`src/rtl/fpd_pkg.sv`:
```
// Shared types for the floating-point divider result path.
// The optional FPD_NAN_DETECT_EN macro adds a per-entry NaN flag to fpd_result_t.
package fpd_pkg;

    localparam int EXP_WIDTH      = 8;
    localparam int MANTISSA_WIDTH = 23;
    localparam int WIDTH          = EXP_WIDTH + MANTISSA_WIDTH + 1;

    typedef struct packed {
        logic                      sign;
        logic [EXP_WIDTH-1:0]      exponent;
        logic [MANTISSA_WIDTH-1:0] mantissa;
        logic                      overflow;
        logic                      underflow;
        logic                      dbz;
`ifdef FPD_NAN_DETECT_EN
        logic                      nan;
`endif
    } fpd_result_t;

    // Exponent all ones with a non-zero mantissa; infinities are not NaN.
    function automatic logic is_nan(input logic [WIDTH-1:0] word);
        return (word[WIDTH-2:MANTISSA_WIDTH] == {EXP_WIDTH{1'b1}}) &&
               (word[MANTISSA_WIDTH-1:0] != '0);
    endfunction

endpackage

```
`src/rtl/fpd_fifo_mem.sv`:
```
// DEPTH x fpd_result_t storage: one synchronous write port, one combinational read port.
module fpd_fifo_mem
    import fpd_pkg::*;
#(
    parameter int DEPTH = 4,
    localparam int PTR_WIDTH = $clog2(DEPTH)
) (
    input  logic                 clock,
    input  logic                 reset_n,
    input  logic                 wr_en,
    input  logic [PTR_WIDTH-1:0] wr_addr,
    input  fpd_result_t          wr_data,
    input  logic [PTR_WIDTH-1:0] rd_addr,
    output fpd_result_t          rd_data
);

    fpd_result_t mem [DEPTH];

    // NOTE: the array is reset on purpose so the head outputs read 0 after reset
    // rather than stale or X contents; at this depth it is just a handful of flops.
    always_ff @(posedge clock or negedge reset_n) begin
        if (!reset_n) begin
            for (int i = 0; i < DEPTH; i++) begin
                mem[i] <= '0;
            end
        end else if (wr_en) begin
            mem[wr_addr] <= wr_data;
        end
    end

    assign rd_data = mem[rd_addr];

endmodule

```
`src/rtl/fpd_result_fifo.sv`:
```
// Result FIFO behind the fpd divider with sticky exception flags and a saturating counter.
// Define FPD_NAN_DETECT_EN to add per-entry NaN detection (nan_out, sticky_nan_out).
module fpd_result_fifo
    import fpd_pkg::*;
#(
    parameter int DEPTH       = 4,
    parameter int COUNT_WIDTH = 8
) (
    input  logic                   clock,
    input  logic                   reset_n,
    input  logic [WIDTH-1:0]       fpd_in,
    input  logic                   overflow_in,
    input  logic                   underflow_in,
    input  logic                   dbz_in,
    input  logic                   in_valid_in,
    output logic                   in_ready_out,
    output logic [WIDTH-1:0]       fpd_out,
    output logic                   overflow_out,
    output logic                   underflow_out,
    output logic                   dbz_out,
    output logic                   out_valid_out,
    input  logic                   out_ready_in,
    input  logic                   clear_flags_in,
`ifdef FPD_NAN_DETECT_EN
    output logic                   nan_out,
    output logic                   sticky_nan_out,
`endif
    output logic                   sticky_overflow_out,
    output logic                   sticky_underflow_out,
    output logic                   sticky_dbz_out,
    output logic [COUNT_WIDTH-1:0] exc_count_out
);

    localparam int PTR_WIDTH = $clog2(DEPTH);
    localparam int OCC_WIDTH = PTR_WIDTH + 1;
    localparam logic [OCC_WIDTH-1:0] FULL = OCC_WIDTH'(DEPTH);

    logic [PTR_WIDTH-1:0] wr_ptr;
    logic [PTR_WIDTH-1:0] rd_ptr;
    logic [OCC_WIDTH-1:0] count;
    logic                 push;
    logic                 pop;
    logic                 entry_flagged;
    fpd_result_t          wr_entry;
    fpd_result_t          head;

    // Handshakes depend only on registered occupancy, never on the inputs.
    assign in_ready_out  = (count != FULL);
    assign out_valid_out = (count != '0);
    assign push          = in_valid_in && in_ready_out;
    assign pop           = out_valid_out && out_ready_in;

    // NOTE: default every field first so no path through this block leaves a latch.
    always_comb begin
        wr_entry           = '0;
        wr_entry.sign      = fpd_in[WIDTH-1];
        wr_entry.exponent  = fpd_in[WIDTH-2:MANTISSA_WIDTH];
        wr_entry.mantissa  = fpd_in[MANTISSA_WIDTH-1:0];
        wr_entry.overflow  = overflow_in;
        wr_entry.underflow = underflow_in;
        wr_entry.dbz       = dbz_in;
`ifdef FPD_NAN_DETECT_EN
        wr_entry.nan       = is_nan(fpd_in);
`endif
    end

`ifdef FPD_NAN_DETECT_EN
    assign entry_flagged = wr_entry.overflow | wr_entry.underflow | wr_entry.dbz | wr_entry.nan;
`else
    assign entry_flagged = wr_entry.overflow | wr_entry.underflow | wr_entry.dbz;
`endif

    fpd_fifo_mem #(
        .DEPTH (DEPTH)
    ) u_mem (
        .clock   (clock),
        .reset_n (reset_n),
        .wr_en   (push),
        .wr_addr (wr_ptr),
        .wr_data (wr_entry),
        .rd_addr (rd_ptr),
        .rd_data (head)
    );

    assign fpd_out       = {head.sign, head.exponent, head.mantissa};
    assign overflow_out  = head.overflow;
    assign underflow_out = head.underflow;
    assign dbz_out       = head.dbz;
`ifdef FPD_NAN_DETECT_EN
    assign nan_out       = head.nan;
`endif

    // NOTE: state is updated with non-blocking assignments so every register
    // samples the pre-edge values regardless of statement order.
    always_ff @(posedge clock or negedge reset_n) begin
        if (!reset_n) begin
            wr_ptr <= '0;
            rd_ptr <= '0;
            count  <= '0;
        end else begin
            if (push) wr_ptr <= wr_ptr + PTR_WIDTH'(1);
            if (pop)  rd_ptr <= rd_ptr + PTR_WIDTH'(1);
            case ({push, pop})
                2'b10:   count <= count + OCC_WIDTH'(1);
                2'b01:   count <= count - OCC_WIDTH'(1);
                default: count <= count;
            endcase
        end
    end

    // Clear drops the old sticky state; an accepted push in the same cycle still sets its flags.
    always_ff @(posedge clock or negedge reset_n) begin
        if (!reset_n) begin
            sticky_overflow_out  <= 1'b0;
            sticky_underflow_out <= 1'b0;
            sticky_dbz_out       <= 1'b0;
`ifdef FPD_NAN_DETECT_EN
            sticky_nan_out       <= 1'b0;
`endif
        end else begin
            sticky_overflow_out  <= (sticky_overflow_out  & ~clear_flags_in) | (push & wr_entry.overflow);
            sticky_underflow_out <= (sticky_underflow_out & ~clear_flags_in) | (push & wr_entry.underflow);
            sticky_dbz_out       <= (sticky_dbz_out       & ~clear_flags_in) | (push & wr_entry.dbz);
`ifdef FPD_NAN_DETECT_EN
            sticky_nan_out       <= (sticky_nan_out       & ~clear_flags_in) | (push & wr_entry.nan);
`endif
        end
    end

    always_ff @(posedge clock or negedge reset_n) begin
        if (!reset_n) begin
            exc_count_out <= '0;
        end else if (push && entry_flagged) begin
            if (clear_flags_in)
                exc_count_out <= COUNT_WIDTH'(1);
            else if (exc_count_out != '1)
                exc_count_out <= exc_count_out + COUNT_WIDTH'(1);
        end else if (clear_flags_in) begin
            exc_count_out <= '0;
        end
    end

endmodule
```
`config.mk`:
```
export PLATFORM = sky130hd
export DESIGN_NAME = fpd_result_fifo
export DESIGN_NICKNAME = d
export VERILOG_FILES = /design/src/rtl/fpd_pkg.sv /design/src/rtl/fpd_fifo_mem.sv /design/src/rtl/fpd_result_fifo.sv
export SDC_FILE = /design/constraint.sdc
export NUM_CORES = 1
export LEC_CHECK = 0
export BUFFER_PORTS_ARGS = -buffer_cell sky130_fd_sc_hd__buf_2
export CELL_PAD_IN_SITES_DETAIL_PLACEMENT = 1
export CELL_PAD_IN_SITES_GLOBAL_PLACEMENT = 1
export CORE_AREA = 4 4 147 114
export DETAILED_ROUTE_END_ITERATION = 12
export DIE_AREA = 0 0 151 118
export GPL_TIMING_DRIVEN = 0
export PLACE_DENSITY = 0.83
export SLEW_MARGIN = 20
export SYNTH_ARGS = -nofsm -noshare
export SYNTH_HDL_FRONTEND = slang
export SYNTH_SLANG_ARGS = --single-unit
```
`constraint.sdc`:
```
create_clock -name clock -period 3.6 [get_ports clock]
set_input_delay 0 -clock clock [delete_from_list [all_inputs] [get_ports clock]]
set_output_delay 0 -clock clock [all_outputs]
set_load 0.03 [all_outputs]
```
==> flow_metrics.tcl <==
set metrics [dict create \
    wl_met2_um 8170 \
    cpMostUsedCell "clkbuf_1" \
    ys.flop_type "dfrtp_1" \
    clkLatencyLatePin_ps 420 \
    initial_core_util_pct 49.6 \
    setup-violations-final 0 \
    fin_setup_tns_ps 0 \
    skew_ps 8.93 \
    layout-drive-gt1-share_pct 55.3 \
    wl_met3_um 776 \
    cts_buffers 17 \
    cts.sinks 158 \
    avgRoutedWirePerCell_um 20.8 \
    leakage_nw 4.35 \
    ctsHoldBuffers 39 \
    min_period_ps 2530 \
    maxSlewViolCount 0 \
    post-route-util_pct 60.8 \
    synthDistinctLibCells 38 \
    grt_pass1_vias 4858 \
    start_kind "flip-flop" \
    max_stage_delay_ps 610 \
    grt_max_degree 91 \
    final_nets 624 \
    critPathRequiredTime_ps 3600 \
    clock-root-buffer "clkbuf_16" \
    yosysWarnings 0 \
    drv_cap 0 \
    cp_max_fo 10 \
    ctsLongestPathBuffers 2 \
    drt-total-wl_um 16500 \
    via_per_inst 5.37 \
    maxClockFrequency_mhz 396 \
    die_y_um 118 \
    peakVddDrop_uv 487 \
    stdcell_count 795 \
    port_buffers 87 \
    io_pins 88 \
    cts_tree "done" \
    post_cts_resized 0 \
    endpoint_kind "output port" \
    hpwlAfterDp_um 10800 \
    path_cells "clkbuf_1 -> clkbuf_1 -> mux4_2 -> buf_2" \
    worst_path_max_delay_cell "clkbuf_1" \
    grt_antenna_before_repair 0 \
    ctsHtreeMaxLevel 4 \
    hp-class "in -> async" \
    relSlewSlack_pct 51.4 \
    placed_cells 724 \
    die_area_um2 17800 \
    avgSynthCellArea_um2 17.4 \
    wl_met1_um 7470 \
    powerDensity_nw_per_um2 1030 \
    grtUsageTotal_pct 19.8 \
    grt_overflow 0 \
    post_cts_buffers 0 \
    ys_ff_latch 158 \
    rsz0062_at_grt "false" \
    timing.final.crit_share_pct 70.2 \
    synth_cells 431 \
    async_flop_share_pct 100 \
    dr.pass1.iters 4 \
    ant_nets 0 \
    worstMarginPinSlew_ps 728 \
    arrival_ps 2530 \
    synth_area_um2 7500 \
    dr.first_iter.drc_count 231 \
    coreArea_um2 15100 \
    die_w_um 151 \
    drcViolationCount 0 \
    status "finished clean" \
    crit_type "reg -> out" \
    final-hold-violation-count 0 \
    synth_edf_count 0 \
    place.gp.congestion 0.749 \
    synth_nets 478 \
    clk_pin_slew_ps 70 \
    row_count 39 \
    highest_layer "met4" \
    antenna_cells 0 \
    grt_pass1_wl_um 27500 \
    vias 4269 \
    synthToLayoutAreaGrowth_pct 22.7 \
    ys_seq_area_share_pct 52.7 \
]
## per-stage QoR
stage | hold slack, ps | area, um2 | setup slack (ps) | total power, W
floorplan | -296 | 7500 | 1330 | 0.00661
CTS | 151 | 9200 | 1030 | 0.00962
global placement | 272 | 8190 | 300 | 0.00752
global route | 180 | 9200 | 954 | 0.0100
finish | 133 | 9200 | 1070 | 0.00951
detailed placement | -2.06 | 8230 | 1270 | 0.00774
## final cells by class
cell class                      count  area [um2]
Tap cell                          205         256
Clock buffer                       18         439
Fill cell                        1402        5920
Sequential cell                   158        3950
Buffer                             24         282
Multi-Input combinational cell    241        3230
Timing Repair Buffer              127         863
Clock inverter                     14         145
Inverter                            8        30.0
## report_power, final
part	internal, W	leakage [nW]	total, W	switching [W]
logic	0.00236	2.18	0.00459	0.00223
clock network	0.000998	0.286	0.00179	0.000794
registers	0.00265	1.89	0.00313	0.000483
total	0.00601	4.35	0.00951	0.00350
## cells by family (layout without fill, tap and decap cells)
family / Yosys count / count (layout) / synth area share [%]
flops: 158 / 158 / 52.7
xor+xnor: 6 / 6 / 0.701
fa+ha+maj: 7 / 7 / 1.27
mux: 178 / 178 / 36.5
simple gates: 35 / 35 / 3.19
compound gates: 15 / 15 / 1.48
buf+inv: 32 / 191 / 4.15
## sequential cells by signal, summed over array words and instances (netlist names)
| name | flops |
|---|---|
| u_mem.mem | 140 |
| exc_count_out | 8 |
| count | 3 |
| rd_ptr | 2 |
| wr_ptr | 2 |
| sticky_dbz_out | 1 |
| sticky_overflow_out | 1 |
| sticky_underflow_out | 1 |
## placed cells by master (no fill, tap or decap), types with 6 or more instances in the layout
cell,count
dfrtp_1,158
buf_2,91
mux2_4,90
mux2_2,52
dlygate4sd3_1,39
mux4_2,35
clkbuf_16,17
buf_12,10
inv_6,9
inv_1,8
clkbuf_1,6
nand2_1,6
ha_1,6
## metal layers
metal  GRT usage, %  vias up
met4           3.68        0
met1           27.7     2286
met3           5.74        8
met5              0        -
li1               -     1895
met2           31.2       80
## critical path: cells and delay by family (launching register included)
kind                   cells  cell delay (ps)
multiplexers               1              440
flip-flops                 1              350
buffers and inverters      3             1310
## final timing paths
kind                       startpoint               end  slack [ps]  cells past startpoint
min                           reset_n  exc_count_out[0]         130                      2
max                         rd_ptr[1]        fpd_out[4]        1070                      4
min in group clock         fpd_in[25]     u_mem.mem[63]         390                      3
max in group asynchronous     reset_n      u_mem.mem[7]        2630                      3
max reg2reg                  count[0]          count[2]        1280                     10
min reg2reg                  count[2]          count[2]         490                      1
## cell usage after synthesis (4+ instances only)
cell type,instances,share of area [%]
buf_2,5,0.33
mux2_4,90,18
buf_12,10,2.7
nor2_1,4,0.20
a21oi_1,4,0.27
dfrtp_1,158,53
clkbuf_1,6,0.30
mux4_2,35,11
nand3_1,4,0.27
mux2_2,52,7.8
ha_1,6,1.0
nand2_1,6,0.30
inv_1,8,0.40
Power figures use the tool's default switching activity.
